==> config.mk <==
export PLATFORM = sky130hd
export DESIGN_NAME = cci_mpf_prim_repl_lru_ctrl
export DESIGN_NICKNAME = d
export VERILOG_FILES = /design/src/rtl/cci_mpf_prim_repl_lru_pkg.sv /design/src/rtl/cci_mpf_prim_repl_lru_hit_fifo.sv /design/src/rtl/cci_mpf_prim_repl_lru_ctrl.sv
export SDC_FILE = /design/constraint.sdc
export NUM_CORES = 1
export LEC_CHECK = 0
export BUFFER_PORTS_ARGS = -buffer_cell sky130_fd_sc_hd__buf_2
export CORE_UTILIZATION = 50
export CTS_BUF_LIST = sky130_fd_sc_hd__clkbuf_4 sky130_fd_sc_hd__clkbuf_8 sky130_fd_sc_hd__clkbuf_16
export DETAILED_ROUTE_END_ITERATION = 10
export PLACE_DENSITY = 0.71
export SETUP_SLACK_MARGIN = 0.02
export SKIP_LAST_GASP = 1
export SYNTH_ARGS = -nofsm -noshare
export SYNTH_HDL_FRONTEND = slang
export SYNTH_HIERARCHICAL = 1
export SYNTH_SLANG_ARGS = --single-unit
==> constraint.sdc <==
create_clock -name clk -period 4.24 [get_ports clk]
set_input_delay 1.272 -clock clk [delete_from_list [all_inputs] [get_ports clk]]
set_output_delay 1.272 -clock clk [all_outputs]
set_load 0.03 [all_outputs]
==> src/rtl/cci_mpf_prim_repl_lru_pkg.sv <==
// ============================================================================
// cci_mpf_prim_repl_lru_pkg
//
// Shared constants and types for the pseudo-LRU replacement table client
// controller (cci_mpf_prim_repl_lru_ctrl) and its hit FIFO.
//
//   LRU_LOOKUP_LATENCY : cycles from lookupEn to lookupRspRdy in the table.
//   LRU_HAZARD_CYCLES  : cycles a just-filled set stays blocked for new misses,
//                        covering the table's read-modify-write window.
//   t_lru_ctrl_state   : miss state machine encoding.
// ============================================================================
package cci_mpf_prim_repl_lru_pkg;

    localparam int LRU_LOOKUP_LATENCY = 3;
    localparam int LRU_HAZARD_CYCLES  = 4;

    typedef enum logic [1:0] {
        STATE_IDLE   = 2'd0,
        STATE_LOOKUP = 2'd1,
        STATE_WAIT   = 2'd2,
        STATE_RSP    = 2'd3
    } t_lru_ctrl_state;

endpackage

==> src/rtl/cci_mpf_prim_repl_lru_hit_fifo.sv <==
// ============================================================================
// cci_mpf_prim_repl_lru_hit_fifo
//
// Buffers best-effort hit reports and drains one per cycle onto LRU table
// port 1. Hits with an all-zero way vector are ignored. A hit arriving while
// the FIFO is full (registered count) is dropped and counted in a saturating
// 16-bit counter; a same-cycle dequeue does not make room.
//
// Optional feature, macro CCI_MPF_LRU_CTRL_HIT_COALESCE_EN: a hit whose index
// matches the tail entry is OR-merged into it, unless that tail is also the
// head leaving in the same cycle. A merged hit is never a drop.
//
// Ports:
//   clk, reset      clock, synchronous active-high reset
//   hit_en_i        hit report strobe
//   hit_idx_i       set index of the hit
//   hit_vec_i       referenced ways
//   drain_ok_i      table may accept a port-1 reference this cycle
//   ref_en_o        registered port-1 reference strobe
//   ref_idx_o       registered port-1 set index
//   ref_vec_o       registered port-1 way vector
//   drop_cnt_o      saturating count of dropped hits
// ============================================================================
module cci_mpf_prim_repl_lru_hit_fifo #(
    parameter int N_WAYS    = 4,
    parameter int N_ENTRIES = 1024,
    parameter int DEPTH     = 4
) (
    input  logic                         clk,
    input  logic                         reset,
    input  logic                         hit_en_i,
    input  logic [$clog2(N_ENTRIES)-1:0] hit_idx_i,
    input  logic [N_WAYS-1:0]            hit_vec_i,
    input  logic                         drain_ok_i,
    output logic                         ref_en_o,
    output logic [$clog2(N_ENTRIES)-1:0] ref_idx_o,
    output logic [N_WAYS-1:0]            ref_vec_o,
    output logic [15:0]                  drop_cnt_o
);

    localparam int IDX_W = $clog2(N_ENTRIES);
    localparam int PTR_W = $clog2(DEPTH);
    localparam int CNT_W = PTR_W + 1;

    typedef logic [IDX_W-1:0]  t_idx;
    typedef logic [N_WAYS-1:0] t_vec;
    typedef struct packed {
        t_idx idx;
        t_vec vec;
    } t_hit;

    t_hit              mem_q [DEPTH];
    logic [PTR_W-1:0]  wr_ptr_q, rd_ptr_q;
    logic [CNT_W-1:0]  cnt_q;
    logic [15:0]       drop_q;
    logic              ref_en_q;
    t_idx              ref_idx_q;
    t_vec              ref_vec_q;

    logic empty, full, hit_vld, deq, merge, enq, drop;

    assign empty   = (cnt_q == '0);
    assign full    = (cnt_q == CNT_W'(DEPTH));
    assign hit_vld = hit_en_i && (hit_vec_i != '0);
    assign deq     = !empty && drain_ok_i;

`ifdef CCI_MPF_LRU_CTRL_HIT_COALESCE_EN
    logic [PTR_W-1:0] tail_ptr;
    assign tail_ptr = wr_ptr_q - 1'b1;
    // A single-entry FIFO that drains this cycle has no stable tail to merge into.
    assign merge = hit_vld && !empty && (mem_q[tail_ptr].idx == hit_idx_i) &&
                   !(deq && (cnt_q == CNT_W'(1)));
`else
    assign merge = 1'b0;
`endif

    assign enq  = hit_vld && !merge && !full;
    assign drop = hit_vld && !merge && full;

    // NOTE: storage array is deliberately not reset; the pointers and count
    // define which entries are valid, so clearing the data buys nothing.
    always_ff @(posedge clk) begin
        if (enq) mem_q[wr_ptr_q] <= {hit_idx_i, hit_vec_i};
`ifdef CCI_MPF_LRU_CTRL_HIT_COALESCE_EN
        if (merge) mem_q[tail_ptr].vec <= mem_q[tail_ptr].vec | hit_vec_i;
`endif
    end

    // NOTE: sequential state uses non-blocking assignments so every register
    // samples the pre-edge values regardless of statement order.
    always_ff @(posedge clk) begin
        if (reset) begin
            wr_ptr_q  <= '0;
            rd_ptr_q  <= '0;
            cnt_q     <= '0;
            drop_q    <= '0;
            ref_en_q  <= 1'b0;
            ref_idx_q <= '0;
            ref_vec_q <= '0;
        end else begin
            if (enq) wr_ptr_q <= wr_ptr_q + 1'b1;
            if (deq) rd_ptr_q <= rd_ptr_q + 1'b1;
            cnt_q <= cnt_q + CNT_W'(enq) - CNT_W'(deq);
            if (drop && (drop_q != 16'hFFFF)) drop_q <= drop_q + 16'd1;
            ref_en_q <= deq;
            if (deq) begin
                ref_idx_q <= mem_q[rd_ptr_q].idx;
                ref_vec_q <= mem_q[rd_ptr_q].vec;
            end
        end
    end

    assign ref_en_o   = ref_en_q;
    assign ref_idx_o  = ref_idx_q;
    assign ref_vec_o  = ref_vec_q;
    assign drop_cnt_o = drop_q;

endmodule

==> src/rtl/cci_mpf_prim_repl_lru_ctrl.sv <==
// ============================================================================
// cci_mpf_prim_repl_lru_ctrl
//
// Client-side controller for the pseudo-LRU table. Victim requests from the
// miss path run IDLE -> LOOKUP -> WAIT -> RSP; the accepted victim is written
// back as a fill reference on table port 0 and the set is blocked for new
// misses for LRU_HAZARD_CYCLES. Hit reports are buffered in a small FIFO and
// drained onto table port 1 when the table is ready and no lookup is issued.
//
// Optional feature macro: CCI_MPF_LRU_CTRL_HIT_COALESCE_EN (tail merging of
// hits to the same set inside the hit FIFO).
//
// Ports:
//   clk, reset                          clock, synchronous active-high reset
//   missValid/missReady/missIdx         victim request
//   victimValid/victimReady             victim response handshake
//   victimWay/victimVec                 victim as index and one-hot vector
//   hitEn/hitIdx/hitWayVec              best-effort hit report
//   hitDropCnt                          saturating dropped-hit count
//   lruRdy                              table ready
//   lookupEn/lookupIdx                  table lookup request
//   lookupRspRdy/lookupRsp/lookupVecRsp table lookup response
//   refEn0/refIdx0/refWayVec0           table port 0 (fills)
//   refEn1/refIdx1/refWayVec1           table port 1 (hits)
// ============================================================================
module cci_mpf_prim_repl_lru_ctrl
    import cci_mpf_prim_repl_lru_pkg::*;
#(
    parameter int N_WAYS        = 4,
    parameter int N_ENTRIES     = 1024,
    parameter int HIT_BUF_DEPTH = 4
) (
    input  logic                         clk,
    input  logic                         reset,
    input  logic                         missValid,
    output logic                         missReady,
    input  logic [$clog2(N_ENTRIES)-1:0] missIdx,
    output logic                         victimValid,
    input  logic                         victimReady,
    output logic [$clog2(N_WAYS)-1:0]    victimWay,
    output logic [N_WAYS-1:0]            victimVec,
    input  logic                         hitEn,
    input  logic [$clog2(N_ENTRIES)-1:0] hitIdx,
    input  logic [N_WAYS-1:0]            hitWayVec,
    output logic [15:0]                  hitDropCnt,
    input  logic                         lruRdy,
    output logic                         lookupEn,
    output logic [$clog2(N_ENTRIES)-1:0] lookupIdx,
    input  logic                         lookupRspRdy,
    input  logic [$clog2(N_WAYS)-1:0]    lookupRsp,
    input  logic [N_WAYS-1:0]            lookupVecRsp,
    output logic                         refEn0,
    output logic [$clog2(N_ENTRIES)-1:0] refIdx0,
    output logic [N_WAYS-1:0]            refWayVec0,
    output logic                         refEn1,
    output logic [$clog2(N_ENTRIES)-1:0] refIdx1,
    output logic [N_WAYS-1:0]            refWayVec1
);

    localparam int IDX_W = $clog2(N_ENTRIES);
    localparam int WAY_W = $clog2(N_WAYS);
    localparam int HAZ_W = $clog2(LRU_HAZARD_CYCLES + 1);

    typedef logic [IDX_W-1:0]  t_idx;
    typedef logic [WAY_W-1:0]  t_way;
    typedef logic [N_WAYS-1:0] t_vec;

    t_lru_ctrl_state  state_q, state_d;
    t_idx             idx_q;
    t_way             way_q;
    t_vec             vec_q;
    logic [HAZ_W-1:0] haz_cnt_q;
    t_idx             haz_idx_q;
    logic             ref_en0_q;
    t_idx             ref_idx0_q;
    t_vec             ref_vec0_q;

    logic hazard, miss_hs, victim_hs;

    // Same-set miss is held off while the table is still updating that set.
    assign hazard    = (haz_cnt_q != '0) && (missIdx == haz_idx_q);
    assign miss_hs   = missValid && missReady;
    assign victim_hs = victimValid && victimReady;

    always_ff @(posedge clk) begin
        if (reset) state_q <= STATE_IDLE;
        else       state_q <= state_d;
    end

    // NOTE: every output of this block gets a default first so no path
    // leaves a value unassigned, which would otherwise infer a latch.
    always_comb begin
        state_d     = state_q;
        missReady   = 1'b0;
        lookupEn    = 1'b0;
        victimValid = 1'b0;
        unique case (state_q)
            STATE_IDLE: begin
                missReady = lruRdy && !hazard && !reset;
                if (missValid && missReady) state_d = STATE_LOOKUP;
            end
            STATE_LOOKUP: begin
                lookupEn = 1'b1;
                state_d  = STATE_WAIT;
            end
            STATE_WAIT: begin
                if (lookupRspRdy) state_d = STATE_RSP;
            end
            STATE_RSP: begin
                victimValid = 1'b1;
                if (victimReady) state_d = STATE_IDLE;
            end
            default: state_d = STATE_IDLE;
        endcase
    end

    always_ff @(posedge clk) begin
        if (reset) begin
            idx_q      <= '0;
            way_q      <= '0;
            vec_q      <= '0;
            haz_cnt_q  <= '0;
            haz_idx_q  <= '0;
            ref_en0_q  <= 1'b0;
            ref_idx0_q <= '0;
            ref_vec0_q <= '0;
        end else begin
            if (miss_hs) idx_q <= missIdx;
            // Response is only meaningful in WAIT; stray strobes elsewhere are dropped.
            if ((state_q == STATE_WAIT) && lookupRspRdy) begin
                way_q <= lookupRsp;
                vec_q <= lookupVecRsp;
            end
            ref_en0_q <= victim_hs;
            if (victim_hs) begin
                ref_idx0_q <= idx_q;
                ref_vec0_q <= vec_q;
                haz_cnt_q  <= HAZ_W'(LRU_HAZARD_CYCLES);
                haz_idx_q  <= idx_q;
            end else if (haz_cnt_q != '0) begin
                haz_cnt_q <= haz_cnt_q - 1'b1;
            end
        end
    end

    assign lookupIdx  = idx_q;
    assign victimWay  = way_q;
    assign victimVec  = vec_q;
    assign refEn0     = ref_en0_q;
    assign refIdx0    = ref_idx0_q;
    assign refWayVec0 = ref_vec0_q;

    cci_mpf_prim_repl_lru_hit_fifo #(
        .N_WAYS    (N_WAYS),
        .N_ENTRIES (N_ENTRIES),
        .DEPTH     (HIT_BUF_DEPTH)
    ) u_hit_fifo (
        .clk        (clk),
        .reset      (reset),
        .hit_en_i   (hitEn),
        .hit_idx_i  (hitIdx),
        .hit_vec_i  (hitWayVec),
        .drain_ok_i (lruRdy && !lookupEn),
        .ref_en_o   (refEn1),
        .ref_idx_o  (refIdx1),
        .ref_vec_o  (refWayVec1),
        .drop_cnt_o (hitDropCnt)
    );

endmodule

==> out/metrics.cfg, run 1 <==
[global_route]
grt_use_total_pct=21.2
grt_pass1_wl_mm=18.5
overflow=0
grt_max_degree=85
grt_pass1_vias=3873
antenna_found_initial=0

[detailed_routing]
drt-pass1-iter-count=4
vias_per_cell=5.39
totalWireLength_mm=11.1
drtIter0Drc=157
num_vias=3908
drc=0
postRouteAntennaNets=0
routedWlPerCell_microns=15.3

[final_layout]
fin_nets=629
fin_util_pct=63.4
area_delta_synth_final_pct=21.5
instances_no_fill=725
diodes=0
drive_above_1_share_pct=28.2

[place]
port_buffers=101
globalplace.congestion=0.812
dp_hpwl_mm=7.39
dp_cells=693

[power]
vdd_drop_max_uv=342
clkPwrFrac_pct=37.3
combPwrFrac_pct=20.9
p_per_area_nw_per_um2=565
total_leakage_power_nw=2.50
power_switching_mw=1.11
swShare_pct=29.6
intPower_mw=2.63
p_seq_share_pct=41.8
p_total_mw=3.73

[setup_path]
end_kind=primary output
reg2reg_to=u_hit_fifo/cnt_q[2]$_SDFF_PP0_
worstPathArrival_ps=2600
cp_max_fo=3
cp.required_ps=2970
crit_type=input pin to primary output
rr_startpoint=u_hit_fifo/cnt_q[1]$_SDFF_PP0_
reg2reg_depth=10
r2r_slack_ps=1770
start_kind=input pin

[clocking]
cts-buffers-inserted=17
clock_latency_ps=510
clockBufferDepth=2
cts_tree=done
htreeDepth=4
cts_root_buf=clkbuf_8
cts.sinks=130
postCtsSetupRepairBufs=0
cts-hold-fix-buffers=0
clk_pin_slew_ps=50
cts_resized=0

[floorplanning]
fp.dieW_microns=106
num_io_pins=102
initial_core_util_pct=52.2
die_area_sq_um=11300
die_h_microns=106
rows=37
core_area_sq_um=10400

[timing]
drv_slew=0
hold_viol_final=0
tns_ps=0
holdWs_ps=451
rsz0062_at_grt=no
period_share_pct=91.3
worstMarginPinSlew_ps=1080
min_period_ps=3870
skew_ps=11.3
fmax_mhz=258
finalSetupViolCount=0
relSlewSlack_pct=28.1

[hold_path]
hp-start=victimWay[1]$_SDFFE_PP0P_
min_path_cells=2
holdPathEnd=victimWay[1]$_SDFFE_PP0P_
hold_path_class=flip-flop to flip-flop

[logic_synthesis]
yosysWarnings=6
seq_area_frac_synth_pct=58.2
synth_top_cell_area_share_pct=30.9
synth_cells=481
ys_seq_elements=130
yosysTopAreaCell=edfxtp_1
synth_cell_types=48
syn_avg_cell_area_sq_um=11.3
synth_nets=534
synth.area.top_cells=edfxtp_1 31%, dfxtp_1 27%, mux4_2 5.8%
netlist_area_sq_um=5440

[status]
status=finished clean

[job]
cap_violations=0

[area by class of cell]
type                            instances  area, sq um
Clock buffer                           19          435
Clock inverter                         13          135
Fill cell                             836         3810
Inverter                               20         75.1
Multi-Input combinational cell        302         2090
Sequential cell                       130         3160
Tap cell                              136          170
Timing Repair Buffer                  105          536
[metal layers]
layer / routed length [microns] / track usage, %
met5: 0 / 0
met4: 173 / 7.54
met3: 665 / 6.13
met2: 5420 / 35.4
met1: 4810 / 26.2
[sequential cells by signal (all words and copies together), names as in the netlist]
name / count
u_hit_fifo/mem_q: 56
u_hit_fifo/drop_cnt_o: 16
lookupIdx: 10
refIdx0: 10
u_hit_fifo/ref_idx_o: 10
refWayVec0: 4
u_hit_fifo/ref_vec_o: 4
victimVec: 4
haz_cnt_q: 3
u_hit_fifo/cnt_q: 3
state_q: 2
u_hit_fifo/rd_ptr_q: 2
u_hit_fifo/wr_ptr_q: 2
victimWay: 2
refEn0: 1
u_hit_fifo/ref_en_o: 1
[worst max-delay path, cell delays in order]
cell	delay (ps)
buf_2	120
xor2_1	140
or4_4	560
o31ai_4	250
nor3b_1	80
buf_2	180
[synth_stat cells (all sizes together)]
| cell | instances |
|---|---|
| a2111o | 1 |
| a21oi | 56 |
| and2 | 5 |
| and3b | 1 |
| and4 | 1 |
| buf | 7 |
| clkbuf | 22 |
| clkinv | 1 |
| dfxtp | 74 |
| edfxtp | 56 |
| fa | 1 |
| ha | 15 |
| inv | 19 |
| mux2 | 6 |
| mux2i | 3 |
| mux4 | 14 |
| nand2 | 72 |
| nand2b | 2 |
| nand3 | 24 |
| nand3b | 1 |
| nand4 | 4 |
| nor2 | 17 |
| nor2b | 8 |
| nor3 | 5 |
| nor3b | 2 |
| nor4 | 7 |
| nor4b | 1 |
| o21ai | 12 |
| o21bai | 1 |
| o221ai | 1 |
| o31a | 1 |
| o31ai | 9 |
| o41ai | 2 |
| or2 | 1 |
| or3 | 2 |
| or3b | 2 |
| or4 | 9 |
| xnor2 | 11 |
| xor2 | 5 |
[through the flow]
stage          setup slack (ps)  instance area (sq um)
6_report                    368                   6610
5_1_grt                     315                   6610
4_1_cts                     365                   6600
3_5_place_dp                295                   6030
3_3_place_gp                386                   6030
2_1_floorplan               441                   5440
[placed cells by master (no fill, tap or decap), types with 4 or more instances in the layout]
| master | instances |
|---|---|
| a21oi_1 | 47 |
| a21oi_2 | 9 |
| and2_1 | 5 |
| buf_2 | 101 |
| buf_4 | 4 |
| clkbuf_16 | 16 |
| clkinv_1 | 4 |
| dfxtp_1 | 74 |
| edfxtp_1 | 56 |
| ha_1 | 15 |
| inv_1 | 19 |
| mux2_2 | 4 |
| mux4_2 | 14 |
| nand2_1 | 72 |
| nand3_1 | 24 |
| nand4_1 | 4 |
| nor2_1 | 17 |
| nor2b_1 | 8 |
| nor3_1 | 4 |
| nor4_1 | 6 |
| o21ai_1 | 9 |
| o31ai_1 | 7 |
| or4_1 | 8 |
| xnor2_1 | 11 |
| xor2_1 | 5 |
[how the worst max path moves through the flow]
stage                              start                             end
6_report                      missIdx[1]                       missReady
5_1_grt        haz_cnt_q[0]$_SDFFE_PP0P_                       missReady
4_1_cts                       missIdx[1]                       missReady
3_5_place_dp                hitWayVec[1]  u_hit_fifo/cnt_q[2]$_SDFF_PP0_
3_3_place_gp                  missIdx[1]                       missReady
2_1_floorplan                 missIdx[4]                       missReady
[power groups by stage]
stage          Sequential, mW  Combinational (mW)  Clock (mW)
2_1_floorplan            1.62               0.541           0
3_3_place_gp             1.58               0.769           0
3_5_place_dp             1.59               0.788           0
4_1_cts                  1.57               0.792        1.41
5_1_grt                  1.58               0.866        1.47
6_report                 1.56               0.779        1.39
[cells by family after synthesis]
logic type	Yosys count	synth area share (%)
and+or+nand+nor	164	14.9
adders and majority gates	16	3.82
DFF	130	58.2
muxes	23	7.59
AOI/OAI and AO/OA	83	9.36
xor gates and xnor gates	16	2.58
buffers and inverters	49	3.61
Note: power is estimated with default switching activity, not from simulation.
==> inputs of run 2 (changes only) <==
ABC_AREA = 1   (was default)
==> run 2 against run 1 <==
Net effect: first-iteration DRC count increased by 99%; critical path depth down 2; register-to-register slack got worse by 50 ps; clock power grew 5%; cell count increased by 24%; die area up 3.8%; largest cell class unchanged; setup slack gained 420 ps; clock-buffer cell count is 1 lower.
==> out/metrics.cfg, run 2 <==
[status]
status=finished clean

[clocking]
postCtsSetupRepairBufs=0
cts_root_buf=clkbuf_16
cts-buffers-inserted=17
clockBufferDepth=2
cts-hold-fix-buffers=0
clock_latency_ps=410
clk_pin_slew_ps=50
cts.sinks=130
htreeDepth=4
cts_resized=0
cts_tree=done

[logic_synthesis]
seq_area_frac_synth_pct=56.0
yosysTopAreaCell=edfxtp_1
netlist_area_sq_um=5650
yosysWarnings=6
syn_avg_cell_area_sq_um=8.80
synth-simple-area-share_pct=20.9
synth_cell_types=32
yosysMostFrequentCell=nor2_1
ys.flop_type=dfxtp_1
synth_compound_area_share_pct=10.9
synth_edf_count=56
async_flop_share_pct=0
synth_top_family_by_area=simple AND/OR/NAND/NOR gates
synth.mux.area_fraction_pct=0
synth_adder_area_share_pct=3.68
ys_seq_elements=130
synth_nets=695
synth.area.top_cells=edfxtp_1 30%, dfxtp_1 26%, nor2_1 8.5%
synth_top_cell_area_share_pct=29.8
synth_common_cells=128 x nor2_1, 104 x nand2_1, 77 x inv_1
synth_cells=642
synth_xor_area_share_pct=1.24

[timing]
rsz0062_at_grt=no
worstMarginPinSlew_ps=986
hold_viol_final=0
period_share_pct=81.4
finalSetupViolCount=0
relSlewSlack_pct=34.2
fmax_mhz=290
skew_ps=7.14
tns_ps=0
min_period_ps=3450
drv_slew=0

[final_layout]
drive_above_1_share_pct=22.0
fin_nets=799
n_fill_cell=941
largest_reg_flops=56
area_delta_synth_final_pct=21.4
final_cell_mix=128 x nor2_1, 104 x nand2_1, 101 x buf_2, 77 x inv_1, 74 x dfxtp_1
final_common_cell=nor2_1
regMostFlops=u_hit_fifo/mem_q
diodes=0
finish.instance_area_sq_um=6860

[power]
clkPwrFrac_pct=37.1
power_switching_mw=1.25
total_leakage_power_nw=3.03
p_per_area_nw_per_um2=575
combPwrFrac_pct=22.9
p_seq_share_pct=40.0
swShare_pct=31.7
intPower_mw=2.69
vdd_drop_max_uv=284

[global_route]
overflow=0
grt_use_total_pct=22.4
grt_pass1_vias=4449
grt_max_degree=31
antenna_found_initial=0
grt_pass1_wl_mm=20.3

[hold_path]
hold_path_class=flip-flop to flip-flop

[place]
placedInstanceArea_sq_um=6260
port_buffers=101
globalplace.congestion=0.881
dp_hpwl_mm=8.26

[setup_path]
worstPathArrival_ps=2180
cp.required_ps=2970
crit_type=input pin to primary output
start_kind=input pin
end_kind=primary output
cp_max_fo=16
r2r_slack_ps=1720

[floorplanning]
die_h_microns=108
core_area_sq_um=10900
num_io_pins=102
rows=38
initial_core_util_pct=51.7
fp.dieW_microns=108
die_area_sq_um=11700

[detailed_routing]
vias_per_cell=5.05
routedWlPerCell_microns=13.8
postRouteAntennaNets=0
drtIter0Drc=312
drt-pass1-iter-count=5
totalWireLength_mm=12.4
drc=0
num_vias=4539

[job]
cap_violations=0

## run 2: cell types whose count changed after synthesis, sizes merged, moves of 7 or more
cell	delta
nor2	+119
inv	+63
o21ai	+46
nand2	+38
a21oi	-32
o22ai	+24
clkbuf	-15
mux4	-14
o31ai	-9
or4	-9
xnor2	-9
nor2b	-8
nor4	-7
## run 2: per-stage QoR
step | setup WS (ps) | hold WS, ps | util, % | total power [mW] | cells
final | 789 | 467 | 62.7 | 3.94 | 899
after global routing | 693 | 493 | 62.7 | 4.15 | 899
after CTS | 785 | 469 | 62.7 | 3.97 | 899
after detailed placement | 781 | 458 | 57.2 | 2.50 | 867
after global placement | 806 | 451 | 57.2 | 2.47 | 867
after floorplan | 1070 | 445 | - | 2.26 | 642
## run 2: worst paths after layout
check,from,to,cells after the start
worst max register to register,state_q[1]$_SDFFE_PP0P_,u_hit_fifo/cnt_q[1]$_SDFF_PP0_,11
worst min-delay path,haz_cnt_q[0]$_SDFFE_PP0P_,haz_cnt_q[0]$_SDFFE_PP0P_,2
worst max-delay path,reset,missReady,4
worst min register to register,haz_cnt_q[0]$_SDFFE_PP0P_,haz_cnt_q[0]$_SDFFE_PP0P_,2
## run 2: worst max-delay path, stage by stage
cell and delay [ps]:
buf_2 350, nor2_1 150, and3_2 240, buf_2 170
## run 2: power groups by stage
stage / Combinational, mW / Clock, mW / Sequential (mW)
finish: 0.903 / 1.46 / 1.58
global route: 1.01 / 1.54 / 1.60
CTS: 0.907 / 1.49 / 1.58
detailed placement: 0.902 / 0 / 1.60
global placement: 0.874 / 0 / 1.59
floorplan: 0.540 / 0 / 1.71
## run 2: logic make-up (layout without fill, tap and decap cells)
group	count (synthesis)	count (layout)
AO/OA/AOI/OAI	109	109
XOR/XNOR	8	8
adder cells (fa/ha/maj)	16	16
buffers and inverters	102	219
flip-flops	130	130
AND/OR/NAND/NOR	277	277
## run 2: metal layers
layer  track usage, %  vias up  wire, microns
met5                0        -              0
met4             7.63        0            190
met3             5.67       20            698
met2             38.1      126           5980
met1             27.5     2100           5490
li1                 -     2293              -
## run 2: area by class of cell
cell class	instances	area, sq um	share of cell area [%]
clock buffers	18	439	6.41
clock inverters	14	161	2.35
inverters	82	308	4.49
multi-input cells	410	2070	30.3
flip-flops and latches	130	3160	46.1
well taps	140	175	2.55
repair buffers	105	536	7.81
